[config.mk]
export PLATFORM = sky130hd
export DESIGN_NAME = irq_controller_flat
export DESIGN_NICKNAME = d
export VERILOG_FILES = /design/src/rtl/irq_controller_if.sv /design/src/rtl/irq_controller.sv /design/src/flat_wrapper.sv
export SDC_FILE = /design/constraint.sdc
export NUM_CORES = 1
export LEC_CHECK = 0
export BUFFER_PORTS_ARGS = -buffer_cell sky130_fd_sc_hd__buf_4
export CAP_MARGIN = 20
export CORE_UTILIZATION = 52
export DETAILED_ROUTE_END_ITERATION = 8
export GPL_TIMING_DRIVEN = 0
export MAX_ROUTING_LAYER = met4
export PLACE_DENSITY = 0.93
export REMOVE_ABC_BUFFERS = 1
export SLEW_MARGIN = 20
export SYNTH_ARGS = -nofsm -noshare
export SYNTH_HDL_FRONTEND = slang
export SYNTH_SLANG_ARGS = --single-unit
[constraint.sdc]
create_clock -name clock -period 5.9 [get_ports clock]
set_clock_uncertainty 0.15 [all_clocks]
set_input_delay 1.77 -clock clock [delete_from_list [all_inputs] [get_ports clock]]
set_output_delay 1.77 -clock clock [all_outputs]
set_load 0.1 [all_outputs]
[src/rtl/irq_controller_if.sv]
// Signal bundle between irq_controller and its neighbours (timer irq/clear/enable,
// retire stream, PC-select redirect and status outputs).
interface irq_controller_if;
    logic        irq_in;
    logic        instr_valid;
    logic [5:0]  opcode;
    logic [31:0] pc_next;
    logic        clear_irq;
    logic        timer_enable;
    logic        redirect;
    logic [31:0] redirect_pc;
    logic [31:0] epc_out;
    logic        kernel_mode;
    logic [1:0]  cause_out;

    modport master (
        output irq_in, instr_valid, opcode, pc_next,
        input  clear_irq, timer_enable, redirect, redirect_pc,
               epc_out, kernel_mode, cause_out
    );

    modport slave (
        input  irq_in, instr_valid, opcode, pc_next,
        output clear_irq, timer_enable, redirect, redirect_pc,
               epc_out, kernel_mode, cause_out
    );
endinterface

[src/rtl/irq_controller.sv]
// Interrupt responder: timer irq entry to the kernel vector, RETI return to epc.
// Optional macro INT_SYSCALL_EN adds the OP_SYSCALL software trap.
module irq_controller #(
    parameter logic [31:0] VECTOR_ADDR = 32'd4,
    parameter logic [5:0]  OP_RETI     = 6'b100111,
    parameter logic [5:0]  OP_SYSCALL  = 6'b101001
) (
    input logic              clock,
    input logic              reset,
    irq_controller_if.slave  bus
);
    typedef enum logic {USER, KERNEL} state_t;

    state_t      state, state_d;
    logic [31:0] epc, epc_d;
    logic [1:0]  cause, cause_d;
    logic        redirect_q, redirect_d;
    logic [31:0] redirect_pc_q, redirect_pc_d;
    logic        clear_q, clear_d;
    logic        timer_enable_q, kernel_mode_q;
    logic        syscall_hit;

`ifdef INT_SYSCALL_EN
    assign syscall_hit = (bus.opcode == OP_SYSCALL);
`else
    assign syscall_hit = 1'b0;
`endif

    always_ff @(posedge clock or posedge reset) begin
        if (reset) begin
            state          <= USER;
            epc            <= '0;
            cause          <= '0;
            redirect_q     <= 1'b0;
            redirect_pc_q  <= '0;
            clear_q        <= 1'b0;
            timer_enable_q <= 1'b1;
            kernel_mode_q  <= 1'b0;
        end else begin
            state          <= state_d;
            epc            <= epc_d;
            cause          <= cause_d;
            redirect_q     <= redirect_d;
            redirect_pc_q  <= redirect_pc_d;
            clear_q        <= clear_d;
            timer_enable_q <= (state_d == USER);
            kernel_mode_q  <= (state_d == KERNEL);
        end
    end

    always_comb begin
        state_d       = state;
        epc_d         = epc;
        cause_d       = cause;
        redirect_d    = 1'b0;
        redirect_pc_d = redirect_pc_q;
        clear_d       = 1'b0;
        case (state)
            USER: begin
                // Syscall outranks a simultaneous timer request; the irq stays pending.
                if (bus.instr_valid && (syscall_hit || bus.irq_in)) begin
                    state_d       = KERNEL;
                    epc_d         = bus.pc_next;
                    cause_d       = syscall_hit ? 2'd2 : 2'd1;
                    redirect_d    = 1'b1;
                    redirect_pc_d = VECTOR_ADDR;
                    clear_d       = ~syscall_hit;
                end
            end
            KERNEL: begin
                if (bus.instr_valid && bus.opcode == OP_RETI) begin
                    state_d       = USER;
                    cause_d       = 2'd0;
                    redirect_d    = 1'b1;
                    redirect_pc_d = epc;
                end
            end
            default: state_d = USER;
        endcase
    end

    assign bus.clear_irq    = clear_q;
    assign bus.timer_enable = timer_enable_q;
    assign bus.redirect     = redirect_q;
    assign bus.redirect_pc  = redirect_pc_q;
    assign bus.epc_out      = epc;
    assign bus.kernel_mode  = kernel_mode_q;
    assign bus.cause_out    = cause;
endmodule

[src/flat_wrapper.sv]
// flat-port wrapper written by rule: the top's interface ports become plain ports
module irq_controller_flat 
#(
    parameter logic [31:0] VECTOR_ADDR = 32'd4,
    parameter logic [5:0]  OP_RETI     = 6'b100111,
    parameter logic [5:0]  OP_SYSCALL  = 6'b101001
)
  (clock, reset, bus_irq_in, bus_instr_valid, bus_opcode, bus_pc_next, bus_clear_irq, bus_timer_enable, bus_redirect, bus_redirect_pc, bus_epc_out, bus_kernel_mode, bus_cause_out);
  irq_controller_if bus_i ();
  input logic clock;
  input logic reset;
  input wire logic [$bits(bus_i.irq_in)-1:0] bus_irq_in;
  input wire logic [$bits(bus_i.instr_valid)-1:0] bus_instr_valid;
  input wire logic [$bits(bus_i.opcode)-1:0] bus_opcode;
  input wire logic [$bits(bus_i.pc_next)-1:0] bus_pc_next;
  output wire logic [$bits(bus_i.clear_irq)-1:0] bus_clear_irq;
  output wire logic [$bits(bus_i.timer_enable)-1:0] bus_timer_enable;
  output wire logic [$bits(bus_i.redirect)-1:0] bus_redirect;
  output wire logic [$bits(bus_i.redirect_pc)-1:0] bus_redirect_pc;
  output wire logic [$bits(bus_i.epc_out)-1:0] bus_epc_out;
  output wire logic [$bits(bus_i.kernel_mode)-1:0] bus_kernel_mode;
  output wire logic [$bits(bus_i.cause_out)-1:0] bus_cause_out;
  assign bus_i.irq_in = bus_irq_in;
  assign bus_i.instr_valid = bus_instr_valid;
  assign bus_i.opcode = bus_opcode;
  assign bus_i.pc_next = bus_pc_next;
  assign bus_clear_irq = bus_i.clear_irq;
  assign bus_timer_enable = bus_i.timer_enable;
  assign bus_redirect = bus_i.redirect;
  assign bus_redirect_pc = bus_i.redirect_pc;
  assign bus_epc_out = bus_i.epc_out;
  assign bus_kernel_mode = bus_i.kernel_mode;
  assign bus_cause_out = bus_i.cause_out;
  irq_controller #(.VECTOR_ADDR(VECTOR_ADDR), .OP_RETI(OP_RETI), .OP_SYSCALL(OP_SYSCALL)) u_core (.clock(clock), .reset(reset), .bus(bus_i));
endmodule
# Word level (Yosys, flattened, before mapping)
# Cells that the tools add are included.
word_totals:
  regBits: 70
  elab_cells: 28
  input_bits: 42
classes:
  bitwise_logic: 2
  n_mux: 12
  n_reduce_logical: 4
  n_eq_ne: 3
op_table:
  columns: ["operator", "n"]
  rows:
  - ["2-to-1 mux 32 bit", 2]
  - ["case mux 32 bit (2 select lines)", 1]
  - ["equality test 6 bit, second input constant", 1]
  - ["2-to-1 mux 1 bit", 4]
  - ["2-to-1 mux 2 bit", 2]
  - ["case mux 1 bit (2 select lines)", 2]
  - ["case mux 2 bit (2 select lines)", 1]
  - ["AND reduction 2 bit", 2]
  - ["logical AND 1 bit", 2]
  - ["!= test 2 x 1 -> 1 bit, second input constant", 1]
  - ["!= test 2 bit, second input constant", 1]
  - ["NOT 1 bit", 2]

# Logic depth before layout (Yosys ltp)
logic_depth:
  ltp_word: 5
  ltp_mapped: 5

# Worst setup path after synthesis
# OpenSTA, ideal clock, no wires.
synth_path:
  kind: "reg2out"
  from: "register u_core.state (netlist name)"
  to: "output port bus_kernel_mode"
  path_stages_with_launch: 1
  required_time_ns: 3.980
  path_slack_ns: 3.050
  arrival_ns: 0.930
  cell_sequence: "dfrtp_1"
synth_lines:
  columns: ["item", "line", "text"]
  rows:
  - ["end: declaration", "flat_wrapper.sv:21", "output wire logic [$bits(bus_i.kernel_mode)-1:0] bus_kernel_mode;"]

# Worst setup path in the final report
layout_path:
  from: "input port bus_opcode[4]"
  to: "register u_core.redirect_pc_q[1] (netlist: u_core.bus.redirect_pc[1])"
layout_via:
  elab_chain_cells: 4
layout_rtl:
  columns: ["item", "line", "text"]
  rows:
  - ["start: declaration", "flat_wrapper.sv:14", "input wire logic [$bits(bus_i.opcode)-1:0] bus_opcode;"]
  - ["equality test 6 bit", "irq_controller.sv:71", "if (bus.instr_valid && bus.opcode == OP_RETI) begin"]
  - ["logical AND 1 bit", "irq_controller.sv:71", null]
  - ["!= test 2 bit (no source line)", null, null]
  - ["AND reduction 2 bit (no source line)", null, null]
  - ["end signal: assignment", "irq_controller.sv:44", "redirect_pc_q <= redirect_pc_d;"]
  - ["end: declaration", "irq_controller.sv:18", "logic [31:0] redirect_pc_q, redirect_pc_d;"]
# Every way passes these cells.
# A chain may end at the register's enable or synchronous reset.

==> impl_metrics.py <==
metrics = {
    "sta": {
        "hold_ws_ns": 0.365,
        "final_hold_viol_count": 0,
        "rsz0062_at_grt": "false",
        "fin_ws_ns": 2.81,
        "slew_violations": 0,
        "setup_tns_ns": 0,
        "setup_viol": 0,
        "max_clock_freq_ghz": 0.323,
        "relSlewSlack": 0.529,
        "fin_crit_ns": 3.09,
        "worst_slew_pin_slew_ns": 0.705,
        "finalCritPeriodShare": 0.525,
    },
    "clocking": {
        "cts_buffers": 9,
        "cts_tree": "built",
        "post-cts-setup-buffers": 0,
        "cts_sinks": 69,
        "cts_resized": 0,
        "clk_latency_ns": 0.33,
        "cts.reportedPaths.clkPinSlew_ns": 0.07,
        "h-tree-depth": 3,
        "clock_path_buffers": 2,
        "cts_hold_buf": 0,
        "root_buffer": "clkbuf_8",
    },
    "pwr": {
        "power.switching_mw": 1.01,
        "power.total_mw": 2.07,
        "powerDensity_nw_per_um2": 515,
        "switching_share": 0.489,
        "p_int_mw": 1.06,
        "pwr-share-seq": 0.303,
        "p_clk_frac": 0.220,
        "leakagePower_nw": 2.04,
        "ir_worst_vdd_mv": 0.366,
        "p_comb_frac": 0.477,
    },
    "critical_path": {
        "cp-start-kind": "primary input",
        "end_kind": "register",
        "path_class": "primary input to register",
        "critPathMaxFanout": 18,
        "worstPathRequired_ns": 6.00,
        "worstPathArrival_ns": 3.19,
        "r2r_slack_ns": 4.00,
    },
    "job": {
        "drv_cap": 0,
    },
    "floorplan": {
        "core_area_um2": 5170,
        "die_y_um": 76.0,
        "ios": 112,
        "die-area_um2": 5770,
        "die_x_um": 76.0,
        "start_util": 0.550,
        "fp-row-count": 26,
    },
    "drt": {
        "drt-initial-drc-count": 91,
        "vias_per_cell": 4.85,
        "wl_per_cell_um": 14.2,
        "drc": 0,
        "drt_first_pass_iters": 4,
        "postRouteAntennaNets": 0,
        "wirelength_um": 5830,
        "vias": 1997,
    },
    "final_layout": {
        "antenna_cells": 0,
        "seq_area_um2": 1730,
        "syn_to_final_growth_pct": 41.4,
        "fillCellCount": 348,
        "nNetsFinal": 379,
        "multi_input_comb_area_um2": 895,
        "drive_above_1_share": 0.488,
        "utilization": 0.778,
    },
    "synth": {
        "synth_top_area_cell": "dfrtp_1",
        "yosysTopAreaCellShare": 0.598,
        "synth_seq_cells": 69,
        "synth_cells": 221,
        "ys_types": 19,
        "ys_warn_count": 0,
        "synth.area.top_cells": "dfrtp_1, mux2_2, mux2i_1",
        "synth_area_um2": 2840,
        "avgSynthCellArea_um2": 12.9,
        "yosysSeqAreaShare": 0.608,
    },
    "global_route": {
        "overflow": 0,
        "gr-usage-met1": 0.284,
        "grt_pass1_wl_um": 9840,
        "antenna_found_initial": 0,
        "gr-usage-met3": 0.0470,
        "track_usage": 0.228,
        "top_usage_layer": "met2",
        "use_met2": 0.362,
        "grt_pass1_vias": 2023,
        "grt_max_degree": 36,
    },
    "placement": {
        "post-place-ws_ns": 2.46,
        "gp_congestion": 0.733,
        "io_buffers": 110,
        "dp_hpwl_um": 4190,
    },
    "run_status": {
        "status": "finished, final reports clean",
    },
    "min_path": {
        "hold_path_class": "register to register",
    },
}
worst max-delay path, cell delays in order:
cell and delay, ns:
buf_4 0.11, nand4bb_4 0.24, nor2_4 0.59, buf_16 0.25, mux2i_1 0.22
cells in the final DEF, fill, tap and decap left out, types with 2 or more instances in the layout:
cell / n
clkbuf_8: 10
nand2_1: 32
buf_4: 110
clkbuf_1: 2
buf_8: 3
o21ai_0: 2
nor2b_1: 2
mux2i_1: 32
bufinv_16: 3
dfrtp_1: 68
mux2_2: 32
buf_16: 2
inv_1: 32
layout make-up:
cell class | instances | area share
inverters | 33 | 0.0314
clock inverters | 4 | 0.0236
flip-flops and latches | 69 | 0.430
clock buffers | 12 | 0.0361
well taps | 70 | 0.0218
repair buffers | 116 | 0.235
multi-input cells | 108 | 0.222
state kept, by name, indices dropped and copies added, names as in the netlist:
register / flops
u_core.bus.epc_out: 32
u_core.bus.redirect_pc: 32
u_core.bus.cause_out: 1
u_core.bus.clear_irq: 1
u_core.bus.redirect: 1
u_core.bus.timer_enable: 1
u_core.state: 1
logic make-up after synthesis:
family,after synthesis,synth area share
mux,64,0.239
other cells,1,0.00132
buf+inv,44,0.0779
flops,69,0.608
compound gates,3,0.00528
simple gates,40,0.0686
through the flow:
step           cell area (um^2)  cells
3_3_place_gp               3660    390
2_1_floorplan              2750    210
3_5_place_dp               3780    396
4_1_cts                    4020    412
6_report                   4020    412
5_1_grt                    4020    412
power groups by stage:
stage	Clock (mW)	Sequential (mW)	Combinational, mW
6_report	0.455	0.627	0.988
4_1_cts	0.464	0.627	0.994
3_3_place_gp	0	0.628	0.974
3_5_place_dp	0	0.635	0.990
2_1_floorplan	0	1.29	0.115
5_1_grt	0.486	0.638	1.02
final timing paths:
kind,to,cells after the start,startpoint
setup / recovery,u_core.bus.redirect_pc[1],5,bus_opcode[4]
hold / removal,u_core.bus.cause_out[0],2,u_core.bus.cause_out[0]
setup reg to reg,u_core.bus.redirect_pc[1],4,u_core.state
hold reg to reg,u_core.bus.cause_out[0],2,u_core.bus.cause_out[0]
max in group asynchronous,u_core.bus.timer_enable,3,reset
min in group asynchronous,u_core.bus.redirect_pc[25],2,reset
Yosys cell counts:
library cell,n
nand3b_1,1
dfstp_2,1
conb_1,1
or2_2,1
o21ai_0,2
buf_8,3
nand4_1,1
a21oi_1,1
nor2b_1,2
mux2i_1,32
dfrtp_1,68
mux2_2,32
inv_1,33
nor2_4,1
nor2_1,1
buf_4,5
nand4bb_4,1
buf_2,3
nand2_1,32
metal layers:
layer  vias to the layer above  share of wire  wire length [um]
met1                       975           0.43              2480
met3                        13          0.054               314
met5                         -              0                 0
met4                         0          0.023               133
li1                        935              -                 -
met2                        74           0.50              2900
(Power assumes the default switching activity.)
